### src/rtl/line_fetch_sequencer.sv
// Per-line tile fetch sequencer on the draw clock: flush, WORDS_PER_LINE beats, done/overrun.
// Optional stall statistics counter enabled by `define LINE_FETCH_STALL_STATS_EN.
module line_fetch_sequencer #(
  parameter int CORDW          = 11,
  parameter int WORDS_PER_LINE = 80,
  parameter int CNTW           = 7
) (
  input  logic             clk_draw,
  input  logic             rst_draw_n,
  input  logic             line_start,
  input  logic             frame_start,
  input  logic [CORDW-1:0] line_y,
  input  logic [11:0]      scroll_x,
  input  logic             stall,
  output logic             fetch_valid,
  output logic [4:0]       tile_map_x,
  output logic [4:0]       tile_map_y,
  output logic [2:0]       tile_row,
  output logic             tile_col,
  output logic [11:0]      lb_x,
  output logic             bufsel,
  output logic             pipe_flush,
  output logic             busy,
  output logic             line_done,
  output logic             overrun,
  output logic [15:0]      stall_cycles
);

  typedef enum logic [1:0] {IDLE, FLUSH, FETCH, DONE} state_t;

  localparam logic [CNTW-1:0] LAST_BEAT = CNTW'(WORDS_PER_LINE - 1);

  state_t          state;
  logic [11:0]     scroll_q;
  logic [11:0]     x_p0;
  logic [CNTW-1:0] cnt_p0;
  logic [11:0]     line_scroll;

  // A frame_start coinciding with line_start must already apply to that line.
  assign line_scroll = frame_start ? scroll_x : scroll_q;

  always_ff @(posedge clk_draw or negedge rst_draw_n) begin
    if (!rst_draw_n) begin
      state       <= IDLE;
      scroll_q    <= '0;
      x_p0        <= '0;
      cnt_p0      <= '0;
      fetch_valid <= 1'b0;
      tile_map_x  <= '0;
      tile_map_y  <= '0;
      tile_row    <= '0;
      tile_col    <= 1'b0;
      lb_x        <= '0;
      bufsel      <= 1'b0;
      pipe_flush  <= 1'b0;
      busy        <= 1'b0;
      line_done   <= 1'b0;
      overrun     <= 1'b0;
    end else begin
      pipe_flush  <= 1'b0;
      line_done   <= 1'b0;
      overrun     <= 1'b0;
      fetch_valid <= 1'b0;
      if (frame_start)
        scroll_q <= scroll_x;
      // A new line always restarts from FLUSH; arriving mid-line it aborts the old one.
      if (line_start) begin
        overrun    <= (state != IDLE);
        state      <= FLUSH;
        busy       <= 1'b1;
        bufsel     <= line_y[0];
        tile_map_y <= line_y[8:4];
        tile_row   <= line_y[3:1];
        lb_x       <= line_scroll;
        x_p0       <= line_scroll;
        cnt_p0     <= '0;
      end else begin
        case (state)
          FLUSH: begin
            pipe_flush <= 1'b1;
            state      <= FETCH;
          end
          FETCH: begin
            if (!stall) begin
              fetch_valid <= 1'b1;
              tile_map_x  <= cnt_p0[5:1];
              tile_col    <= cnt_p0[0];
              lb_x        <= x_p0;
              x_p0        <= x_p0 + 12'd8;
              cnt_p0      <= cnt_p0 + CNTW'(1);
              if (cnt_p0 == LAST_BEAT)
                state <= DONE;
            end
          end
          DONE: begin
            line_done <= 1'b1;
            busy      <= 1'b0;
            state     <= IDLE;
          end
          default: state <= IDLE;
        endcase
      end
    end
  end

`ifdef LINE_FETCH_STALL_STATS_EN
  function automatic logic [15:0] sat_inc16(input logic [15:0] v);
    return (v == 16'hFFFF) ? v : v + 16'd1;
  endfunction

  // Clear wins over a simultaneous stall count.
  always_ff @(posedge clk_draw or negedge rst_draw_n) begin
    if (!rst_draw_n)
      stall_cycles <= '0;
    else if (frame_start)
      stall_cycles <= '0;
    else if (state == FETCH && stall)
      stall_cycles <= sat_inc16(stall_cycles);
  end
`else
  assign stall_cycles = 16'd0;
`endif

endmodule

### config.mk
export PLATFORM = sky130hd
export DESIGN_NAME = line_fetch_sequencer
export DESIGN_NICKNAME = d
export VERILOG_FILES = /design/src/rtl/line_fetch_sequencer.sv
export SDC_FILE = /design/constraint.sdc
export NUM_CORES = 1
export LEC_CHECK = 0
export ABC_AREA = 1
export ABC_CLOCK_PERIOD_IN_PS = 1800
export BUFFER_PORTS_ARGS = -buffer_cell sky130_fd_sc_hd__buf_4
export CORE_ASPECT_RATIO = 0.8
export CORE_MARGIN = 2
export CORE_UTILIZATION = 53
export DETAILED_ROUTE_END_ITERATION = 10
export PLACE_DENSITY = 0.88
export SYNTH_ARGS = -nofsm -noshare
export SYNTH_HDL_FRONTEND = slang
export SYNTH_SLANG_ARGS = --single-unit
### constraint.sdc
create_clock -name clk_draw -period 1.8 [get_ports clk_draw]
set_input_delay 0.18 -clock clk_draw [delete_from_list [all_inputs] [get_ports clk_draw]]
set_output_delay 0.18 -clock clk_draw [all_outputs]
set_load 0.02 [all_outputs]
# [Word-level counts from Yosys, hierarchy flattened]
# Index checks and enable logic that the tools add are counted.
# W data, S select, Z words.
[classes] addsub=2 eq_ne=7 n_mux=24 bitwise_logic=2 n_reduce_logical=6
[op_table] cell="$mux W12" n=7
[op_table] cell="$mux W7" n=3
[op_table] cell="$add A12 B4 Y12 const B" n=1
[op_table] cell="$mux W1" n=10
[op_table] cell="$add A7 B1 Y7 const B" n=1
[op_table] cell="$eq A7 B7 Y1 const B" n=1
[op_table] cell="$mux W2" n=3
[op_table] cell="$ne A3 B3 Y1 const B" n=2
[op_table] cell="$reduce_bool A2 Y1" n=3
[op_table] cell="$eq A2 B2 Y1 const B" n=2
[op_table] cell="$pmux W2 S2" n=1
[op_table] cell="$reduce_and A2 Y1" n=2
[op_table] cell="$reduce_and A3 Y1" n=1
[op_table] cell="$eq A2 B1 Y1 const B" n=1
[op_table] cell="$ne A2 B2 Y1 const B" n=1
[op_table] cell="$not A1 Y1" n=2
[word_totals] regBits=65 in_bits=28 out_inout_bits=48 elab_cells=56

# [Depth between registers and ports, before layout]
[logic_depth] ltp_word=5 ltp_mapped=9 depth_no_buf=8

# [Least setup slack after synthesis]
# OpenSTA, ideal clock, no wires.
[synth_path] path_kind="register -> register" start="reg state[0]" end="reg tile_map_x[0]" setup_time_ns=0.121 arrival_ns=1.243 required_ns=1.679 setup_slack_ns=0.436 stages_incl_launch_ff=9 n_path_buf=1 synth_period_minus_slack_ns=1.364 cell_sequence="dfrtp_1 > inv_1 > ha_1 > nand2_2 > nor2_2 > inv_1 > buf_2 > nand2_1 > o21ai_1"
[synth_between] elab_chain_cells=2
[synth_rtl] element="start, declared" line="33" text="state_t state;"
[synth_rtl] element="start signal, assigned" line="44" text="state <= IDLE;"
[synth_rtl] element="start signal, assigned" line="69" text="state <= FLUSH;"
[synth_rtl] element="start signal, assigned" line="81" text="state <= FETCH;"
[synth_rtl] element="$eq A2 B2 Y1" line="78" text="case (state)"
[synth_rtl] element="$reduce_and A3 Y1 (no line)"
[synth_rtl] element="end signal, assigned" line="86" text="tile_map_x <= cnt_p0[5:1];"
[synth_rtl] element="end, declared" line="16" text="output logic [4:0] tile_map_x,"
# Every way passes these cells.
# A chain may end at the register's enable or synchronous reset.

# [Final worst setup path]
[layout_path] start="reg state[0]" end="reg lb_x[3]"
[layout_between] elab_chain_cells=3
[layout_rtl] element="$eq A2 B2 Y1" line="78"
[layout_rtl] element="$reduce_bool A2 Y1 (no line)"
[layout_rtl] element="$reduce_and A2 Y1 (no line)"
[layout_rtl] element="end signal, assigned" line="74" text="lb_x <= line_scroll;"
[layout_rtl] element="end signal, assigned" line="88" text="lb_x <= x_p0;"
[layout_rtl] element="end, declared" line="20" text="output logic [11:0] lb_x,"
# Every way passes these cells.

==> key figures <==
Logic synthesis
  – EDFF count, synth: 0
  – Top-area cell type share of the netlist area: 53.0%
  – Top_reg_cell synth: dfrtp_1
  – Synth unique cells: 30
  – Seq cells post-synth: 65
  – Seq/Total Area, Yosys: 53.0%
  – Leading cell types by count after synthesis: 127 x nand2_1, 65 x dfrtp_1, 31 x inv_1
  – Top-count cell post-synth: nand2_1
  – Yosys top cell by area: dfrtp_1
  – Mapped Area: 3070 um2
  – FFs w/ async S/R, synth: 100%
  – Syn avg cell area: 8.48 um2
  – Synth area leaders: dfrtp_1 53%, nand2_1 16%, buf_4 4.9%
  – Cell count after synthesis: 362
  – Syn. warnings: 0

Global routing
  – GRT busiest layer: met2
  – Pin count of the biggest net entering global routing: 36
  – Vias in the first global route: 2407
  – Met1 global-route usage: 28.2%
  – GRT met2 Usage: 34.7%
  – Met3 Usage GRT: 9.22%
  – First-pass GRT wire length: 10800 um
  – Total gr overflow: 0
  – Initial antenna violation count: 0
  – All-layer global routing usage: 22.0%

Die
  – Row cnt: 24
  – I/O pin count: 76
  – Die area: 6420 um2
  – Die Ht: 72.1 um
  – Die Width: 89.1 um
  – Initial Util: 55.5%
  – Core area: 5530 um2

Hold path
  – Hold Startpoint: line_y[4]
  – Hold Crit Depth: 3
  – Hold/Removal Path Class: in2reg
  – WHS Endpoint: tile_map_y[0]

Route
  – Pre-Repair DR Iteration Count: 4
  – Routed WL: 6430 um
  – Vias: 2482
  – Drt wl/cell: 12.7 um
  – DRT iter0 DRCs: 180
  – Antenna Nets Post-Route: 0
  – DR vias/cell: 4.91
  – Residual DRC: 0

Clocking
  – Worst-Skew Late Latency: 0.34 ns
  – CTS tree: built
  – Root buffer cell: clkbuf_8
  – Clk pin slew, worst setup/hold paths: 0.07 ns
  – Clock Tree Buf Depth: 2
  – Total clock sinks: 65
  – H-tree Lvls: 3
  – Num CTS Buffers: 9

STA
  – Unrepaired setup endpoints after global routing: no
  – Final setup violation count: 0
  – Setup TNS: 0 ns
  – Part of the cycle the worst path needs: 89.5%
  – Hold Violations, Final: 0
  – Slew Limit Fails: 0
  – Fmax: 621 MHz
  – Worst Skew: 0.00648 ns
  – Tmin final: 1.61 ns

Critical path
  – Startpoint Class: register
  – Reg2reg end: lb_x[3]
  – Max incr delay on CP: 0.40 ns
  – Top Family by Delay on Critical Path: simple AND/OR/NAND/NOR gates
  – Critical-path top delay cell: dfrtp_1
  – R2R depth: 7
  – Buf/Inv on CP: 2
  – Most used cell, CP: inv_1
  – Worst r2r src: state[0]
  – Flop-to-flop setup slack: 0.19 ns
  – Critical path, cell by cell: inv_1, ha_1, nand2_2, nor2_2, inv_1, nor2_1, nor3_2
  – Worst EP required: 2.03 ns
  – Crit. End Element: register
  – Arr. time, crit path: 1.84 ns
  – Crit-path max FO: 11
  – Setup Crit Path Kind: reg2reg

Power
  – Peak supply drop: 0.000682 V
  – Pwr/cell area: 971 nW/um2
  – Pleak: 1.95 nW

Placement
  – GP Congestion: 0.825
  – IO Port Bufs: 57
  – Detailed Place HPWL: 4680 um
  – Inst Count DP: 490

Final layout
  – Layout cells sized above 1: 22.4%
  – # nets final: 458
  – Layout area overhead: 20.9%
  – Non-Filler Instances: 506
  – Antenna Cells: 0

Job
  – MaxCap Viol Count: 0

Run status
  – Status: finished, final reports clean
==> registers in the layout, summed over array words and instances, names as in the netlist, 2 cells and up <==
signal and cells:
lb_x 12, scroll_q 12, x_p0 12, cnt_p0 7, tile_map_x 5, tile_map_y 5, tile_row 3, state 2
==> worst max-delay path by stage <==
| stage | startpoint | endpoint | cells after the start |
|---|---|---|---|
| floorplan | state[0] | tile_map_x[0] | 8 |
| global placement | state[0] | x_p0[11] | 8 |
| detailed placement | state[0] | x_p0[11] | 8 |
| CTS | state[0] | x_p0[11] | 8 |
| global route | state[0] | lb_x[3] | 7 |
| finish | state[0] | lb_x[3] | 7 |
==> cell type report <==
class,instances,area [um2]
flip-flops and latches,65,1630
well taps,78,97.6
fillers,472,1810
clock inverters,3,40.0
repair buffers,64,495
inverters,34,130
clock buffers,12,155
multi-input cells,250,1170
==> report_power, final <==
part | internal, mW | leakage [nW] | switching, mW
sequential | 1.61 | 0.805 | 0.102
combinational | 0.265 | 1.04 | 0.405
clock | 0.703 | 0.102 | 0.522
==> layout by cell type (no fill, tap or decap) <==
master | synthesis | routed
nand2_1 | 127 | 127
dfrtp_1 | 65 | 65
buf_4 | 20 | 62
inv_1 | 31 | 31
nor2_1 | 27 | 27
nand3_1 | 23 | 23
conb_1 | 1 | 16
clkbuf_8 | 1 | 11
o21ai_1 | 10 | 10
ha_1 | 6 | 6
o21ai_0 | 5 | 5
a21oi_1 | 5 | 5
o21a_1 | 4 | 4
o211ai_2 | 4 | 4
or2_2 | 4 | 4
nor3_1 | 3 | 3
inv_2 | 3 | 2
or2_4 | 2 | 2
nand2_2 | 2 | 2
nor2_2 | 2 | 2
o21bai_1 | 2 | 2
a31oi_1 | 2 | 2
clkinv_2 | 0 | 2
or2_0 | 1 | 1
and2_1 | 1 | 1
inv_4 | 0 | 1
o22ai_2 | 1 | 1
nor3_2 | 1 | 1
nand4_1 | 1 | 1
and3_1 | 1 | 1
clkbuf_1 | 0 | 1
bufinv_16 | 0 | 1
dlygate4sd3_1 | 0 | 1
buf_12 | 0 | 1
==> repair_timing <==
action,in CTS,in global routing
hold buffers,1,0
buffers inserted,0,0
resized for setup,0,2
setup endpoints to repair,0,1
hold endpoints to repair,34,0
==> metal layers <==
layer	vias up	share of wire, %
met3	12	7.2
met4	0	1.3
met5	-	0
met1	1171	44
met2	81	48
li1	1218	-
==> metrics by stage <==
step / total power, mW / util (%) / setup WS (ns) / hold slack [ns] / instance area [um2]
final: 3.60 / 67.2 / 0.189 / 0.0334 / 3710
after global routing: 3.78 / 67.2 / 0.0580 / 0.0385 / 3710
after CTS: 3.62 / 67.1 / 0.150 / 0.0302 / 3710
after detailed placement: 2.40 / 63.4 / 0.156 / 0.163 / 3500
after global placement: 2.37 / 63.4 / 0.226 / 0.162 / 3500
after floorplan: 2.14 / - / 0.436 / -0.116 / 3130
==> worst reg2reg max path, delay by kind of cell, from the launching register on <==
kind                       cells  cell delay [ns]
DFF                            1             0.40
and+or+nand+nor                4             0.55
adders and majority gates      1             0.24
buffers and inverters          2             0.31
==> cells by family (layout without fill, tap and decap cells) <==
kind of cell / after synthesis / in the layout / share of synthesized area [%]
and+or+nand+nor: 195 / 195 / 26.4
DFF: 65 / 65 / 53.0
buffers and inverters: 62 / 113 / 10.8
AOI/OAI and AO/OA: 33 / 33 / 7.17
adders and majority gates: 6 / 6 / 2.45
other: 1 / 16 / 0.122
(Power assumes the default switching activity.)
